**src/rtl/dsa_host_arbiter.sv**
```systemverilog
// dsa_host_arbiter: two-requester round-robin front end for the DSA host bus.
// Writes are issued at full rate. A read holds the bus until h_rvalid arrives
// or the watchdog expires. The response is then routed to the requester that
// issued the read.
module dsa_host_arbiter #(
    parameter int                    ADDR_WIDTH   = 16,
    parameter int                    DATA_WIDTH   = 32,
    parameter int                    RD_TIMEOUT   = 64,
    parameter logic [DATA_WIDTH-1:0] TIMEOUT_DATA = 32'hDEAD_BEEF
) (
    input  logic                  clk,
    input  logic                  rst_n,
    input  logic                  r0_wr,
    input  logic                  r0_rd,
    input  logic [ADDR_WIDTH-1:0] r0_addr,
    input  logic [DATA_WIDTH-1:0] r0_wdata,
    output logic                  r0_wait,
    output logic [DATA_WIDTH-1:0] r0_rdata,
    output logic                  r0_rvalid,
    input  logic                  r1_wr,
    input  logic                  r1_rd,
    input  logic [ADDR_WIDTH-1:0] r1_addr,
    input  logic [DATA_WIDTH-1:0] r1_wdata,
    output logic                  r1_wait,
    output logic [DATA_WIDTH-1:0] r1_rdata,
    output logic                  r1_rvalid,
    output logic                  h_wr_en,
    output logic                  h_rd_en,
    output logic [ADDR_WIDTH-1:0] h_addr,
    output logic [DATA_WIDTH-1:0] h_wdata,
    input  logic [DATA_WIDTH-1:0] h_rdata,
    input  logic                  h_rvalid,
    output logic                  busy,
    output logic [1:0]            err,
    input  logic                  err_clr
);

    localparam int CW = $clog2(RD_TIMEOUT + 1);

    typedef enum logic {IDLE, RD_WAIT} state_t;

    state_t          state_reg, state_next;
    logic [CW-1:0]   cnt_reg, cnt_next;
    logic            owner_reg, owner_next;
    logic            last_grant_reg, last_grant_next;

    logic            req0, req1;
    logic            accept, sel, sel_wr, sel_rd;
    logic            resp_fire, timeout, spurious;
    logic [DATA_WIDTH-1:0] resp_data;

    logic [DATA_WIDTH-1:0] rdata_reg  [2];
    logic                  rvalid_reg [2];

    assign req0 = r0_wr | r0_rd;
    assign req1 = r1_wr | r1_rd;

    // Arbitration, read tracking and watchdog; stall outputs derive from the grant.
    // Accepts are gated by rst_n so nothing is granted while reset is held.
    always_comb begin
        state_next      = state_reg;
        cnt_next        = cnt_reg;
        owner_next      = owner_reg;
        last_grant_next = last_grant_reg;
        accept          = 1'b0;
        sel             = 1'b0;
        sel_wr          = 1'b0;
        sel_rd          = 1'b0;
        resp_fire       = 1'b0;
        resp_data       = h_rdata;
        timeout         = 1'b0;
        spurious        = 1'b0;
        case (state_reg)
            IDLE: begin
                spurious = h_rvalid;
                if (rst_n && (req0 || req1)) begin
                    accept          = 1'b1;
                    sel             = (req0 && req1) ? ~last_grant_reg : req1;
                    last_grant_next = sel;
                    // wr wins over rd when a requester raises both
                    sel_wr          = sel ? r1_wr : r0_wr;
                    sel_rd          = ~sel_wr & (sel ? r1_rd : r0_rd);
                    if (sel_rd) begin
                        state_next = RD_WAIT;
                        owner_next = sel;
                        cnt_next   = '0;
                    end
                end
            end
            RD_WAIT: begin
                if (h_rvalid) begin
                    resp_fire  = 1'b1;
                    state_next = IDLE;
                end else if (cnt_reg == CW'(RD_TIMEOUT - 1)) begin
                    resp_fire  = 1'b1;
                    resp_data  = TIMEOUT_DATA;
                    timeout    = 1'b1;
                    state_next = IDLE;
                end else begin
                    cnt_next = cnt_reg + 1'b1;
                end
            end
            default: state_next = IDLE;
        endcase
        r0_wait = rst_n & req0 & ~(accept & ~sel);
        r1_wait = rst_n & req1 & ~(accept & sel);
    end

    // FSM, arbitration history, host command and error registers.
    always_ff @(posedge clk or negedge rst_n) begin
        if (!rst_n) begin
            state_reg      <= IDLE;
            cnt_reg        <= '0;
            owner_reg      <= 1'b0;
            last_grant_reg <= 1'b1;
            h_wr_en        <= 1'b0;
            h_rd_en        <= 1'b0;
            h_addr         <= '0;
            h_wdata        <= '0;
            err            <= 2'b00;
        end else begin
            state_reg      <= state_next;
            cnt_reg        <= cnt_next;
            owner_reg      <= owner_next;
            last_grant_reg <= last_grant_next;
            h_wr_en        <= accept & sel_wr;
            h_rd_en        <= accept & sel_rd;
            if (accept) begin
                h_addr  <= sel ? r1_addr  : r0_addr;
                h_wdata <= sel ? r1_wdata : r0_wdata;
            end
            err[0] <= timeout  | (err[0] & ~err_clr);
            err[1] <= spurious | (err[1] & ~err_clr);
        end
    end

    // Per-requester response registers; only the read owner ever sees a pulse.
    generate
        for (genvar gi = 0; gi < 2; gi++) begin : g_resp
            always_ff @(posedge clk or negedge rst_n) begin
                if (!rst_n) begin
                    rdata_reg[gi]  <= '0;
                    rvalid_reg[gi] <= 1'b0;
                end else begin
                    rvalid_reg[gi] <= resp_fire && (owner_reg == 1'(gi));
                    if (resp_fire && (owner_reg == 1'(gi)))
                        rdata_reg[gi] <= resp_data;
                end
            end
        end
    endgenerate

    assign r0_rdata  = rdata_reg[0];
    assign r0_rvalid = rvalid_reg[0];
    assign r1_rdata  = rdata_reg[1];
    assign r1_rvalid = rvalid_reg[1];
    assign busy      = (state_reg == RD_WAIT);

endmodule

```
**config.mk**
```make
export PLATFORM = sky130hd
export DESIGN_NAME = dsa_host_arbiter
export DESIGN_NICKNAME = d
export VERILOG_FILES = /design/src/rtl/dsa_host_arbiter.sv
export SDC_FILE = /design/constraint.sdc
export NUM_CORES = 1
export LEC_CHECK = 0
export ABC_AREA = 1
export CAP_MARGIN = 10
export CORE_MARGIN = 2
export CORE_UTILIZATION = 42
export CTS_BUF_LIST = sky130_fd_sc_hd__clkbuf_16
export DETAILED_ROUTE_END_ITERATION = 8
export GPL_ROUTABILITY_DRIVEN = 0
export GPL_TIMING_DRIVEN = 0
export PLACE_DENSITY_LB_ADDON = 0.1
export REMOVE_ABC_BUFFERS = 1
export SYNTH_ARGS = -nofsm -noshare
export SYNTH_HDL_FRONTEND = slang
export SYNTH_SLANG_ARGS = --single-unit
export TNS_END_PERCENT = 5
```
**constraint.sdc**
```tcl
create_clock -name clk -period 2.05 [get_ports clk]
set_clock_uncertainty 0.05 [all_clocks]
set_input_delay 0.41 -clock clk [delete_from_list [all_inputs] [get_ports clk]]
set_output_delay 0.41 -clock clk [all_outputs]
set_load 0.02 [all_outputs]
```
==> out/qor.yml, run 1 <==
ctsHtreeMaxLevel: 4
cp_cell_sequence: "nand2_4 -> nand2_4 -> buf_12 -> a21oi_1 -> buf_4"
antenna_cells: 0
vias_per_cell: 4.81
max_freq_mhz: 501
status: "finished with violations"
grt_pass1_vias: 5432
power.density_nw_per_um2: 1320
timing.slew.headroom_pct: 50.4
tritoncts: "built"
grt_first_pass_wirelength_um: 28000
synthFlopType: "dfrtp_1"
peakVddDrop_uv: 574
synth_area_leaders: "dfrtp_1 55%, nand2_1 20%, o21ai_0 4.7%"
finalHoldViolCount: 48
worst_pin_slew_ns: 0.744
yosysTopAreaCellShare_pct: 54.5
die_y_um: 122
slew_violations: 0
nets: 1118
slowest_stage: "dfstp_2"
slowest_delay_ns: 0.62
synthesis.area_um2: 5830
numPortBuffers: 256
grt_max_degree: 80
antenna_found_initial: 0
drtAntennaViolNets: 0
synthToLayoutAreaGrowth_pct: 61.2
synth.most_common_cell: "nand2_1"
syn_area_per_cell_um2: 8.05
finalWirelength_um: 18200
track_usage_pct: 24.8
rsz0062_at_grt: "false"
clk_pin_slew_worst_paths_ns: 0.06
design.portCount: 257
vias: 5645
arrival_ns: 1.54
pre_cts_ws_ns: -1.62
required_ns: 1.59
ys_seq_area_share_pct: 55.0
cts_buffer_depth: 2
dp.cells: 1125
cts_buffers: 17
period_needed_ns: 2.00
synth-seq-cells: 128
wl_per_cell_um: 15.5
crit_buf_inv: 2
clk-insertion-delay-late_ns: 0.41
start_util_pct: 42.5
drive_gt1_share_pct: 8.35
hpwlAfterDp_um: 10900
die_w_um: 122
fin_ws_ns: 0.0548
crit_top_cell: "nand2_4"
period_share_pct: 97.3
min_path_type: "in2async"
cts-root-buf: "clkbuf_16"
violations: "negative hold slack"
max_cap_viol_count: 0
die_area_um2: 14800
rows: 43
synth_cell_types: 30
whs_ns: -0.104
ys.warnings.count: 0
yosys.area.top_type: "dfrtp_1"
cpLargestDelayFamily: "flip-flops"
start_kind: "register"
globalRoute.totalOverflow: 0
remaining_drc_errors: 0
clock_sinks: 128
synthCells: 724
path_class: "reg2out"
synth_async_sr_flop_share_pct: 100
core_um2: 13700
synthTopCellsByCount: "318 x nand2_1, 127 x dfrtp_1, 73 x inv_1"
finalSetupViolCount: 0
p_leak_nw: 4.55
drt_iter0_drc: 302
worstPathMaxFanout: 4
drt-pass1-iter-count: 6
synth_edf_count: 0
stdcell_count: 1174
worstSetupEndpointType: "output port"
==> where the power goes <==
group	leakage [nW]	switching, mW	internal, mW	total [mW]
logic	2.69	2.77	2.39	5.15
registers	1.56	0.564	3.46	4.02
clock network	0.300	1.19	2.05	3.23
total	4.55	4.52	7.89	12.4
==> cell type report <==
type                       count  area, um2
clock buffer                  17        425
clock inverter                15        209
fill                        1176       4330
inverter                      78        339
multi-input combinational    483       2190
sequential                   128       3210
tap                          180        225
timing repair buffer         271       2780
timing repair inverter         2       17.5
==> worst paths after layout <==
check / startpoint / endpoint / slack (ns) / cells past startpoint
min reg2reg: r0_rdata[29] / r0_rdata[29] / 0.42 / 2
min in group clk: r0_rdata[29] / r0_rdata[29] / 0.42 / 2
max: last_grant_reg / r0_wait / 0.05 / 5
max in group asynchronous: rst_n / r1_rdata[28] / 1.30 / 2
min: rst_n / r1_rdata[14] / -0.10 / 1
max reg2reg: cnt_reg[0] / r0_rdata[14] / 0.16 / 8
==> cells by family after synthesis <==
family,share of synthesized area [%]
simple gates,29.6
flops,55.0
buf+inv,9.06
compound gates,5.84
xor+xnor,0.301
fa+ha+maj,0.215
==> what timing repair did <==
action / in CTS / in global routing
gates cloned: 5 / 2
pin swaps: 5 / 1
buffers inserted: 8 / 2
resized for setup: 37 / 7
hold endpoints to repair: 48 / 48
endpoints found under the setup margin: 113 / 60
==> placed cells by master (no fill, tap or decap), types with 4 or more instances in the layout <==
master and count:
o21ai_0 55, clkinv_4 4, nand4_1 16, clkinvlp_4 4
bufinv_16 4, buf_4 11, dlygate4sd2_1 6, nand2_1 314
nand3_4 5, clkdlybuf4s50_1 247, dfrtp_1 125, inv_1 71
nor2_1 16, nand3_2 4, o21ai_1 7, inv_6 6
clkbuf_16 17, nand2_4 4, nand3_1 46
==> layer usage <==
layer / track usage, % / wire, um / share of wire (%)
met1: 28.6 / 7130 / 39
met2: 41.9 / 9080 / 50
met3: 9.64 / 1660 / 9.1
met4: 8.91 / 336 / 1.8
met5: 0 / 0 / 0
==> per-stage QoR <==
stage | instance area, um2 | total power, mW | util, % | setup TNS [ns]
finish | 9390 | 12.4 | 68.5 | 0
global route | 9390 | 13.1 | 68.5 | 0
CTS | 9320 | 12.4 | 67.9 | -0.00567
detailed placement | 8470 | 8.92 | 61.7 | -99.58
global placement | 8380 | 8.84 | 61.1 | -1035.67
floorplan | 5600 | 6.28 | - | -13.33
Note: power is estimated with default switching activity, not from simulation.
==> run 2, diff against run 1 <==
--- a/config.mk
+++ b/config.mk
@@ -15,6 +15,7 @@
 export GPL_TIMING_DRIVEN = 0
 export PLACE_DENSITY_LB_ADDON = 0.1
 export REMOVE_ABC_BUFFERS = 1
+export SKIP_CTS_REPAIR_TIMING = 1
 export SYNTH_ARGS = -nofsm -noshare
 export SYNTH_HDL_FRONTEND = slang
 export SYNTH_SLANG_ARGS = --single-unit
==> run 2 against run 1 <==
  * The flow finishes with violations (negative hold slack, negative setup slack)
  * Power is essentially flat
  * Sequential share of layout area shrank 0.16 points
  * Flip-flop and latch count unchanged
  * Wire length down 1.7%
  * Core utilization up 0.29 points
  * Combinational power about the same
  * Critical path type is now in2out
  * Largest cell class unchanged
  * Largest power group unchanged
  * Highest routed layer unchanged
==> out/qor.yml, run 2 (synthesis results as in run 1) <==
clock_sinks: 128  # unchanged
nets: 1126  # +0.72%
stdcell_count: 1182  # +0.68%
path_class: "in2out"
pre_cts_ws_ns: -1.62  # unchanged
grt_max_degree: 87  # +8.8%
finalSetupViolCount: 2  # +2
whs_ns: -0.105  # -0.000677 ns
antenna_cells: 0  # unchanged
dp.cells: 1125  # unchanged
finalHoldViolCount: 48  # unchanged
finalWirelength_um: 17900  # -1.7%
drive_gt1_share_pct: 8.88  # +0.53 points
remaining_drc_errors: 0  # unchanged
numPortBuffers: 256  # unchanged
vias_per_cell: 4.77  # -0.85%
start_util_pct: 42.5  # unchanged
status: "finished with violations"
start_kind: "primary input"
ctsHtreeMaxLevel: 4  # unchanged
min_path_type: "in2async"
cp_cell_sequence: "clkdlybuf4s50_1 -> nor2_4 -> nand2_1 -> nand3_4 -> inv_8 -> a21oi_1 -> buf_4"
cts_buffer_depth: 2  # unchanged
worstPathMaxFanout: 13  # +9
die_y_um: 122  # unchanged
cpLargestDelayFamily: "buffers and inverters"
die_area_um2: 14800  # unchanged
tritoncts: "built"
core_um2: 13700  # unchanged
max_cap_viol_count: 0  # unchanged
track_usage_pct: 22.7  # -2.1 points
crit_buf_inv: 3  # +1
globalRoute.totalOverflow: 0  # unchanged
design.portCount: 257  # unchanged
hpwlAfterDp_um: 10900  # unchanged
drt_iter0_drc: 405  # +34%
cts-root-buf: "clkbuf_16"
die_w_um: 122  # unchanged
peakVddDrop_uv: 579  # +0.79%
synthToLayoutAreaGrowth_pct: 61.9
required_ns: 1.59  # about the same
grt_first_pass_wirelength_um: 25900  # -7.7%
clk_pin_slew_worst_paths_ns: 0.06  # about the same
mostFrequentLayoutCell: "nand2_1"
violations: "negative hold slack, negative setup slack"
timing.slew.headroom_pct: 52.7  # +2.3 points
period_share_pct: 104  # +6.3 points
cts_buffers: 17  # unchanged
worst_pin_slew_ns: 0.709  # -0.0349 ns
slowest_stage: "clkdlybuf4s50_1"
slew_violations: 0  # unchanged
rows: 43  # unchanged
clk-insertion-delay-late_ns: 0.42  # about the same
drtAntennaViolNets: 0  # unchanged
antenna_found_initial: 0  # unchanged
vias: 5635  # -0.18%
grt_pass1_vias: 5138  # -5.4%
most-common-layout-cells: "314 x nand2_1, 251 x clkdlybuf4s50_1, 126 x dfrtp_1"
rsz0062_at_grt: "true"
max_freq_mhz: 471  # -6.0%
drt-pass1-iter-count: 6  # unchanged
final_core_util_pct: 68.8  # +0.29 points
power.density_nw_per_um2: 1320  # -0.40%
slowest_delay_ns: 0.47  # -0.15 ns
arrival_ns: 1.66  # +0.12 ns
wl_per_cell_um: 15.1  # -2.4%
tns_ns: -0.146  # -0.146 ns
period_needed_ns: 2.12  # +0.128 ns
fin_ws_ns: -0.0736  # -0.128 ns
worstSetupEndpointType: "output port"
p_leak_nw: 4.58  # +0.74%
## run 2: final timing paths
path                       slack, ns            to  cells past startpoint          from
max                            -0.07       r1_wait                      7         r1_wr
min                            -0.10  r1_rdata[24]                      1         rst_n
max reg2reg                     0.04   r0_rdata[5]                      5     owner_reg
min reg2reg                     0.42  r0_rdata[29]                      2  r0_rdata[29]
max in group asynchronous       1.30     r0_rvalid                      2         rst_n
min in group clk                0.42  r0_rdata[29]                      2  r0_rdata[29]
## run 2: report_power, final
| group | switching (mW) | total [mW] | leakage [nW] | internal, mW |
|---|---|---|---|---|
| Combinational | 2.75 | 5.15 | 2.72 | 2.41 |
| Clock | 1.19 | 3.23 | 0.300 | 2.05 |
| Sequential | 0.568 | 4.02 | 1.56 | 3.46 |
## run 2: routing by layer
layer | routed length [um] | GRT usage (%)
met5 | 0 | 0
met4 | 412 | 7.97
met3 | 1660 | 9.93
met2 | 8620 | 36.3
met1 | 7210 | 27.3
## run 2: per-stage QoR
stage	hold slack [ns]	total power, mW	area [um2]
finish	-0.105	12.4	9430
global route	-0.0836	13.1	9430
detailed placement	0.349	8.92	8470
global placement	0.405	8.84	8380
floorplan	0.0644	6.28	5600
CTS	-0.103	12.2	9100
## run 2: layout make-up
class                      count  area (um2)
clock inverter                15         209
multi-input combinational    483        2180
fill                        1162        4290
inverter                      78         322
timing repair buffer         281        2860
sequential                   128        3210
clock buffer                  17         425
tap                          180         225
==> RTL change, RTL diff (flow settings as in run 2) <==
`ADDR_WIDTH`: 16 -> 17.
--- a/src/rtl/dsa_host_arbiter.sv
+++ b/src/rtl/dsa_host_arbiter.sv
@@ -4,5 +4,5 @@
 // issued the read.
 module dsa_host_arbiter #(
-    parameter int                    ADDR_WIDTH   = 16,
+    parameter int                    ADDR_WIDTH   = 17,
     parameter int                    DATA_WIDTH   = 32,
     parameter int                    RD_TIMEOUT   = 64,
Interface: changed (resized h_addr, r0_addr and r1_addr); port bits go from 257 to 260. The function was not compared with the original's and may differ.
==> RTL change against run 2 <==
  * The flow finishes with violations (negative setup slack)
  * Sequential cell count increased by 1
  * Wire length increased by 3.8%
  * Cell area increased by 1.2%
  * Non-clock buffer count increased by 6
  * Sequential share of layout area decreased by 0.16 points
  * Power increased by 1.0%
  * First-iteration DRC count decreased by 27%
  * Core utilization increased by 0.59 points
  * Area after synthesis increased by 0.52%
  * Critical path depth unchanged
  * Setup slack improved by 0.037 ns
  * Largest power group unchanged
==> RTL change: results (changes against run 2) <==
[worst_setup_path]
crit_fanout=20  ; was 13
max_stage_delay_ns=0.43  ; was 0.47 ns
crit_family=buffers and inverters  ; unchanged
cp.arrival_ns=1.63  ; was 1.66 ns

[power]
leakagePower_nw=4.63  ; was 4.58 nW
p_comb_share_pct=41.3  ; was 41.5%
peakVddDrop_mv=0.645  ; was 0.579 mV
power.density_mw_per_mm2=1310  ; was 1320 mW/mm²
switchingPower_mw=4.51  ; was 4.50 mW

[clocking]
cts_htree_levels=4  ; unchanged
clkLatencyLatePin_ns=0.42  ; about the same
clockRootBuffer=clkbuf_16  ; unchanged

[yosys]
ys_seq_area_share_pct=55.1  ; was 55.0%
ys_types=29  ; was 30
synth_area_per_cell_um2=8.02  ; was 8.05 µm²
ys.flop_type=dfrtp_1  ; unchanged
synth_common_cells=nand2_1, dfrtp_1, inv_1  ; unchanged
yosysWarningCount=0  ; unchanged
yosys-top-cells-area=dfrtp_1, nand2_1, o21ai_0  ; unchanged

[grt]
grt_first_pass_wirelength_mm=26.4  ; was 25.9 mm
grt_max_degree=89  ; was 87
grt_pass1_vias=5302  ; was 5,138
grt.overflow.total=0  ; unchanged
grtUsageTotal_pct=22.8  ; was 22.7%

[layout]
final_nets=1142  ; was 1,126
fillCellCount=1133  ; was 1,162
instances_no_fill=1196  ; was 1,182
layout-drive-gt1-share_pct=8.96  ; was 8.88%

[place]
hpwl_mm=11.1  ; was 10.9 mm
dpl_cell_area_mm2=0.00852  ; was 0.00847 mm²
place.port_buffers=259  ; was 256
preCtsSetupSlack_ns=-1.62  ; about the same

[run_status]
status=finished, violations left  ; unchanged
violations=negative setup slack  ; was negative hold slack, negative setup slack

[sta]
slew_headroom_pct=47.7  ; was 52.7%
setup_viol=2  ; unchanged
fin_ws_ns=-0.0364  ; was -0.0736 ns
fin_setup_tns_ns=-0.0554  ; was -0.146 ns
finalHoldViolCount=0  ; was 48

[drt]
drtIter0Drc=294  ; was 405
vias=5734  ; was 5,635
drt-pass1-iter-count=4  ; was 6
wl_mm=18.6  ; was 17.9 mm

==> RTL change: cell count changes in the layout (fill, tap and decap cells not counted), sizes merged, moves of 2 or more <==
cell / before / now
clkdlybuf4s50: 251 / 253
clkinvlp: 4 / 7
buf: 26 / 30
nand2: 319 / 323
inv: 80 / 76
clkbuf: 19 / 17
==> RTL change: layout make-up <==
class                   count  area [µm²]  share of cell area, %
clock inverters            15         215                   2.25
inverters                  79         339                   3.55
flip-flops and latches    129        3230                   33.9
multi-input cells         489        2220                   23.3
well taps                 180         225                   2.36
repair buffers            287        2890                   30.3
clock buffers              17         425                   4.45
==> RTL change: path summary, 6_finish.rpt <==
kind / startpoint / endpoint / slack [ns] / depth (start not counted)
min reg2reg: r0_rdata[29] / r0_rdata[29] / 0.42 / 2
min in group clk: r1_wr / h_wr_en / 0.35 / 5
max in group asynchronous: rst_n / busy / 0.98 / 3
max reg2reg: cnt_reg[0] / r1_rdata[28] / 0.14 / 9
max: r0_rd / r1_wait / -0.04 / 7
min: rst_n / r0_rdata[17] / 0.001 / 2
==> RTL change: per-layer routing <==
metal	track usage [%]	part of all wire, %	up-vias
li1	-	-	2821
met1	27.8	40	2670
met2	37.0	49	221
met3	9.32	9.4	22
met4	7.11	1.6	0
met5	0	0	-
==> RTL change: worst register-to-register path, delay by kind of cell (launching register included) <==
kind | cells | cell delay, ns
flip-flops | 1 | 0.38
adder cells (fa/ha/maj) | 1 | 0.22
buffers and inverters | 1 | 0.24
AND/OR/NAND/NOR | 7 | 0.95
==> RTL change: kinds of logic after synthesis <==
logic type / share of synthesized area, %
simple gates: 29.6
flops: 55.1
buf+inv: 8.89
compound gates: 5.89
xor+xnor: 0.299
fa+ha+maj: 0.214
